### config.mk
export PLATFORM = sky130hd
export DESIGN_NAME = vigna_clint
export DESIGN_NICKNAME = d
export VERILOG_FILES = /design/src/rtl/vigna_clint.sv
export SDC_FILE = /design/constraint.sdc
export NUM_CORES = 1
export LEC_CHECK = 0
export ABC_CLOCK_PERIOD_IN_PS = 6000
export CAP_MARGIN = 0
export CORE_ASPECT_RATIO = 1.4
export CORE_MARGIN = 2
export CORE_UTILIZATION = 45
export CTS_BUF_LIST = sky130_fd_sc_hd__clkbuf_4 sky130_fd_sc_hd__clkbuf_8
export DETAILED_ROUTE_END_ITERATION = 8
export GPL_TIMING_DRIVEN = 0
export PLACE_DENSITY_LB_ADDON = 0.15
export SYNTH_ARGS = -nofsm -noshare
export SYNTH_HDL_FRONTEND = slang
export SYNTH_SLANG_ARGS = --single-unit
### constraint.sdc
create_clock -name clk -period 6 [get_ports clk]
set_input_delay 1.5 -clock clk [delete_from_list [all_inputs] [get_ports clk]]
set_output_delay 1.5 -clock clk [all_outputs]
set_load 0.05 [all_outputs]
### src/rtl/vigna_clint.sv
// rtl/vigna_clint.sv - core-local timer/software interrupt block (mtime, mtimecmp, msip).
// Optional: define VIGNA_CLINT_MTIME_WR_EN to make mtime writable from the bus.
module vigna_clint #(
    parameter int unsigned TICK_DIV = 1
) (
    input  logic        clk,
    input  logic        reset,
    input  logic        s_valid,
    output logic        s_ready,
    input  logic [4:0]  s_addr,
    input  logic [31:0] s_wdata,
    input  logic [3:0]  s_wstrb,
    output logic [31:0] s_rdata,
    output logic        timer_irq,
    output logic        soft_irq
);

    localparam logic [15:0] TICK_LAST = 16'(TICK_DIV - 1);

    localparam logic [2:0] SEL_MSIP   = 3'd0;
    localparam logic [2:0] SEL_CMP_LO = 3'd2;
    localparam logic [2:0] SEL_CMP_HI = 3'd3;
    localparam logic [2:0] SEL_MT_LO  = 3'd4;
    localparam logic [2:0] SEL_MT_HI  = 3'd5;

    logic        ready_q;
    logic [31:0] rdata_q, rdata_d;
    logic [63:0] mtime_q, mtime_d;
    logic [63:0] mtimecmp_q, mtimecmp_d;
    logic        msip_q, msip_d;
    logic [15:0] presc_q, presc_d;
    logic        timer_irq_q, soft_irq_q;

    logic        exec;
    logic        wr;
    logic [2:0]  sel;
    logic        tick;
    logic [63:0] mtime_inc;
    logic        unused_addr;

    assign unused_addr = ^s_addr[1:0];

    // An access executes only on the first cycle of s_valid; the held request is not re-run.
    assign exec = s_valid && !ready_q;
    assign wr   = exec && (s_wstrb != 4'b0000);
    assign sel  = s_addr[4:2];

    assign tick      = (presc_q == TICK_LAST);
    assign presc_d   = tick ? 16'd0 : presc_q + 16'd1;
    assign mtime_inc = mtime_q + {63'd0, tick};

    function automatic logic [31:0] merge_bytes(input logic [31:0] old_val,
                                                input logic [31:0] new_val,
                                                input logic [3:0]  strb);
        logic [31:0] res;
        res = old_val;
        for (int b = 0; b < 4; b++) begin
            if (strb[b]) begin
                res[b*8 +: 8] = new_val[b*8 +: 8];
            end
        end
        return res;
    endfunction

    always_comb begin
        mtimecmp_d = mtimecmp_q;
        msip_d     = msip_q;
        mtime_d    = mtime_inc;
        if (wr) begin
            case (sel)
                SEL_MSIP: begin
                    if (s_wstrb[0]) begin
                        msip_d = s_wdata[0];
                    end
                end
                SEL_CMP_LO: mtimecmp_d[31:0]  = merge_bytes(mtimecmp_q[31:0], s_wdata, s_wstrb);
                SEL_CMP_HI: mtimecmp_d[63:32] = merge_bytes(mtimecmp_q[63:32], s_wdata, s_wstrb);
`ifdef VIGNA_CLINT_MTIME_WR_EN
                // Unwritten bytes keep the ticked value; a lo write never carries into hi.
                SEL_MT_LO:  mtime_d[31:0]  = merge_bytes(mtime_inc[31:0], s_wdata, s_wstrb);
                SEL_MT_HI:  mtime_d[63:32] = merge_bytes(mtime_inc[63:32], s_wdata, s_wstrb);
`endif
                default: ;
            endcase
        end
    end

    always_comb begin
        rdata_d = rdata_q;
        if (exec) begin
            case (sel)
                SEL_MSIP:   rdata_d = {31'd0, msip_q};
                SEL_CMP_LO: rdata_d = mtimecmp_q[31:0];
                SEL_CMP_HI: rdata_d = mtimecmp_q[63:32];
                SEL_MT_LO:  rdata_d = mtime_q[31:0];
                SEL_MT_HI:  rdata_d = mtime_q[63:32];
                default:    rdata_d = 32'd0;
            endcase
        end
    end

    always_ff @(posedge clk) begin
        if (reset) begin
            ready_q     <= 1'b0;
            rdata_q     <= 32'd0;
            mtime_q     <= 64'd0;
            mtimecmp_q  <= 64'hFFFF_FFFF_FFFF_FFFF;
            msip_q      <= 1'b0;
            presc_q     <= 16'd0;
            timer_irq_q <= 1'b0;
            soft_irq_q  <= 1'b0;
        end else begin
            ready_q     <= s_valid;
            rdata_q     <= rdata_d;
            mtime_q     <= mtime_d;
            mtimecmp_q  <= mtimecmp_d;
            msip_q      <= msip_d;
            presc_q     <= presc_d;
            // Compare uses pre-edge values, giving one cycle of latency after any change.
            timer_irq_q <= (mtime_q >= mtimecmp_q);
            soft_irq_q  <= msip_q;
        end
    end

    assign s_ready   = ready_q;
    assign s_rdata   = rdata_q;
    assign timer_irq = timer_irq_q;
    assign soft_irq  = soft_irq_q;

endmodule
==> results.txt <==
The element type at the critical path start is an input port. The post-synth net total came out at 1233. The warning count from the yosys run came out at 0. For the worst-skew pair, the clock arrives at the later sink with an insertion delay of 0.48 ns.

The post-route clock period utilization came out at 62.0%. The starting density of the core is 45.4%. The register area is 0.00360 sq mm.

The number of endpoints with negative hold slack in the final report is 0. The floorplan has 62 rows. The buffer count from post-CTS setup fixing came out at 0. In this run the vertical extent of the chip is 174 microns.

The power density over the cells is 208 mW/mm^2. The root buffer cell chosen for the clock tree is sky130_fd_sc_hd__clkbuf_8. The analysis attributes to cell leakage a power of 4.42 nW. The tightest hold path in the finished design has a slack of 0.489 ns.

The number of inserted diodes is 0. The hold buffer count at CTS came out at 0. Across every metal layer, demand over resource in global routing totals 24.7%.

The final worst-path setup slack came out at 2.28 ns. The total power draw is 2.23 mW. The worst hold-check path type is flop to flop. The worst slack after detailed placement is 1.81 ns.

The overflow left after global routing came out at 0. VDD sags by at most 0.000134 V. The transition time of the tightest slew-check pin is 1.08 ns. The horizontal die dimension came out at 125 microns. The number of antenna violations at the first check in global routing was 0.

Wires add up to 26.7 mm. Routability-driven placement finished with a final weighted congestion of 0.835. Cells with a size suffix above 1 make up 4.98% of the layout. The depth of the CTS H-tree is 4. The top cell types in the final layout, fill and taps aside, are sky130_fd_sc_hd__dfxtp_1, sky130_fd_sc_hd__nor2_1, sky130_fd_sc_hd__nand2_1. The worst-case headroom to the max-slew limit is 28.2%.

The arrival time at the worst endpoint came out at 4.04 ns. The total number of nets in the final design is 1325. TritonCTS built the clock tree. The via count of the routed design came out at 8259. The number of fill cells in the layout is 2025. The placed wire-length estimate came out at 20.4 mm. The final setup skew is 0.0154 ns. A synthesized cell averages 8.27 sq um.

The maximum clock insertion buffer count is 2. The number of port buffers came out at 73. The required time of the critical path is 6.32 ns. STA classifies the critical path endpoint as a flop. The mapped netlist covers 0.00927 sq mm. The tree built by TritonCTS fans out to 180 sinks. The count of boundary I/O pins came out at 79. In the routed layout, each cell is associated on average with a via count of 5.58. The area growth from synthesis to layout came out at 15.4%. The number of detailed-routing iterations run before antenna repair is 5. The max-slew violation count is 0. The first global-routing pass estimated 42.7 mm of wire. The share of synthesized registers carrying an async set or reset is 0%. The die area is 0.0218 sq mm. The residual antenna-violating net count after detailed routing came out at 0. The number of library cell types mapped by synthesis is 54. Entering global routing, the biggest net connects 17 pins. The final count of negative-setup-slack endpoints came out at 0. The accumulated negative setup slack came out at 0 ns.

The largest fanout of any net on the critical path is 10. After clock tree synthesis, the clock-pin slew on the worst setup and hold paths is 0.09 ns. The area of the multi-input gates is 0.00511 sq mm. In this run, the number of DRC markers left after iteration 0 of detailed routing was 486. The number of remaining DRC errors came out at 0. The final critical-path required period is 3.72 ns. The synthesized netlist cell count came out at 1121.

Leaving out fill and tap cells, the most frequent cell in the layout is sky130_fd_sc_hd__dfxtp_1. The total CTS buffers came out at 17. The highest clock frequency the design can meet is 0.269 GHz.

Setup repair after global routing left no endpoint under its margin. The synthesized flop and latch total is 180. In the synthesized netlist the dominant register cell turns out to be sky130_fd_sc_hd__dfxtp_1. The run finished with clean final reports.

The region available for standard cell placement spans 0.0204 sq mm. By startpoint and endpoint, the worst setup path is classified as input port to flop. The number of global-route vias before repair came to 8119. Post-CTS repair changed the size of 0 cells. The number of max-cap violations is 0. The post-synthesis sequential area ratio is 38.9%. The number of synthesized flops with an enable pin is 0. The mean routed wirelength per cell is 18.1 microns.
## per-layer routing
layer | GRT usage [%] | up-vias | wire, microns | part of all wire, %
met3 | 3.46 | 45 | 751 | 2.8
met5 | 0 | - | 0 | 0
li1 | - | 4136 | - | -
met1 | 28.6 | 3929 | 11300 | 42
met4 | 9.86 | 0 | 884 | 3.3
met2 | 45.5 | 149 | 13800 | 52
## cell families after synthesis
logic type	share of synthesized area, %
xor gates and xnor gates	5.19
buffers and inverters	6.13
AOI/OAI and AO/OA	19.0
and+or+nand+nor	20.3
DFF	38.9
muxes	1.34
adders and majority gates	9.18
## through the flow
stage | area [sq um] | util, % | instances
2_1_floorplan | 9270 | - | 1121
3_3_place_gp | 10300 | 50.6 | 1450
3_5_place_dp | 10300 | 50.6 | 1450
4_1_cts | 10700 | 52.4 | 1480
5_1_grt | 10700 | 52.4 | 1480
6_report | 10700 | 52.4 | 1480
## synth_stat cells, types with 2 or more instances
cell / instances / area [sq um]
sky130_fd_sc_hd__dfxtp_1: 180 / 3600
sky130_fd_sc_hd__nor2_1: 121 / 454
sky130_fd_sc_hd__nand2_1: 104 / 390
sky130_fd_sc_hd__a21oi_1: 101 / 505
sky130_fd_sc_hd__inv_1: 82 / 308
sky130_fd_sc_hd__ha_1: 68 / 851
sky130_fd_sc_hd__a22oi_1: 64 / 480
sky130_fd_sc_hd__o211ai_1: 64 / 480
sky130_fd_sc_hd__clkbuf_1: 57 / 214
sky130_fd_sc_hd__nand3_1: 35 / 175
sky130_fd_sc_hd__xnor2_1: 35 / 307
sky130_fd_sc_hd__nand4_1: 28 / 175
sky130_fd_sc_hd__nor3_1: 25 / 125
sky130_fd_sc_hd__o21ai_0: 21 / 105
sky130_fd_sc_hd__xor2_1: 20 / 175
sky130_fd_sc_hd__and3_1: 13 / 81.3
sky130_fd_sc_hd__nor2b_1: 13 / 81.3
sky130_fd_sc_hd__or3_1: 11 / 68.8
sky130_fd_sc_hd__a21o_1: 9 / 67.6
sky130_fd_sc_hd__and4_1: 8 / 70.1
sky130_fd_sc_hd__buf_2: 6 / 30.0
sky130_fd_sc_hd__nor4_1: 5 / 31.3
sky130_fd_sc_hd__a31o_2: 4 / 35.0
sky130_fd_sc_hd__mux2_4: 4 / 60.1
sky130_fd_sc_hd__nor4_2: 4 / 50.1
sky130_fd_sc_hd__a211oi_1: 3 / 22.5
sky130_fd_sc_hd__mux2i_1: 3 / 30.0
sky130_fd_sc_hd__nand2b_1: 3 / 18.8
sky130_fd_sc_hd__buf_1: 2 / 7.51
sky130_fd_sc_hd__mux2_1: 2 / 22.5
sky130_fd_sc_hd__nand4_2: 2 / 25.0
sky130_fd_sc_hd__or2_2: 2 / 12.5
## final timing paths
check,from,to,slack (ns),cells after the start
worst max-delay path,s_addr[3],mtimecmp_q[40],2.28,7
worst min-delay path,s_rdata[19],s_rdata[19],0.49,2
worst min register to register,s_rdata[19],s_rdata[19],0.49,2
worst max register to register,presc_q[0],mtime_q[60],2.55,12
## worst max-delay path, stage by stage
cell	delay, ns
sky130_fd_sc_hd__clkdlybuf4s50_1	0.61
sky130_fd_sc_hd__nand2_1	0.08
sky130_fd_sc_hd__nor2_1	0.69
sky130_fd_sc_hd__and3_1	0.27
sky130_fd_sc_hd__clkbuf_1	0.33
sky130_fd_sc_hd__clkbuf_1	0.42
sky130_fd_sc_hd__o211ai_1	0.13
## registers in the layout, summed over array words and instances, names as in the netlist
register	flops
mtimecmp_q	64
s_rdata	32
timer_irq	1
msip_q	1
mtime_q	64
presc_q	16
soft_irq	1
s_ready	1
## where the power goes
group	total (mW)	switching [mW]	internal [mW]
Clock	0.809	0.444	0.365
Combinational	0.196	0.126	0.0694
Sequential	1.22	0.0107	1.21
Total	2.23	0.581	1.64
## cell type report
type	instances	share of cell area [%]
plain buffers	66	2.40
clock buffers	22	2.71
clock inverters	8	0.737
inverters	83	2.91
multi-input cells	792	47.7
flip-flops and latches	180	33.7
well taps	256	2.99
repair buffers	73	6.83
(Power assumes the default switching activity.)
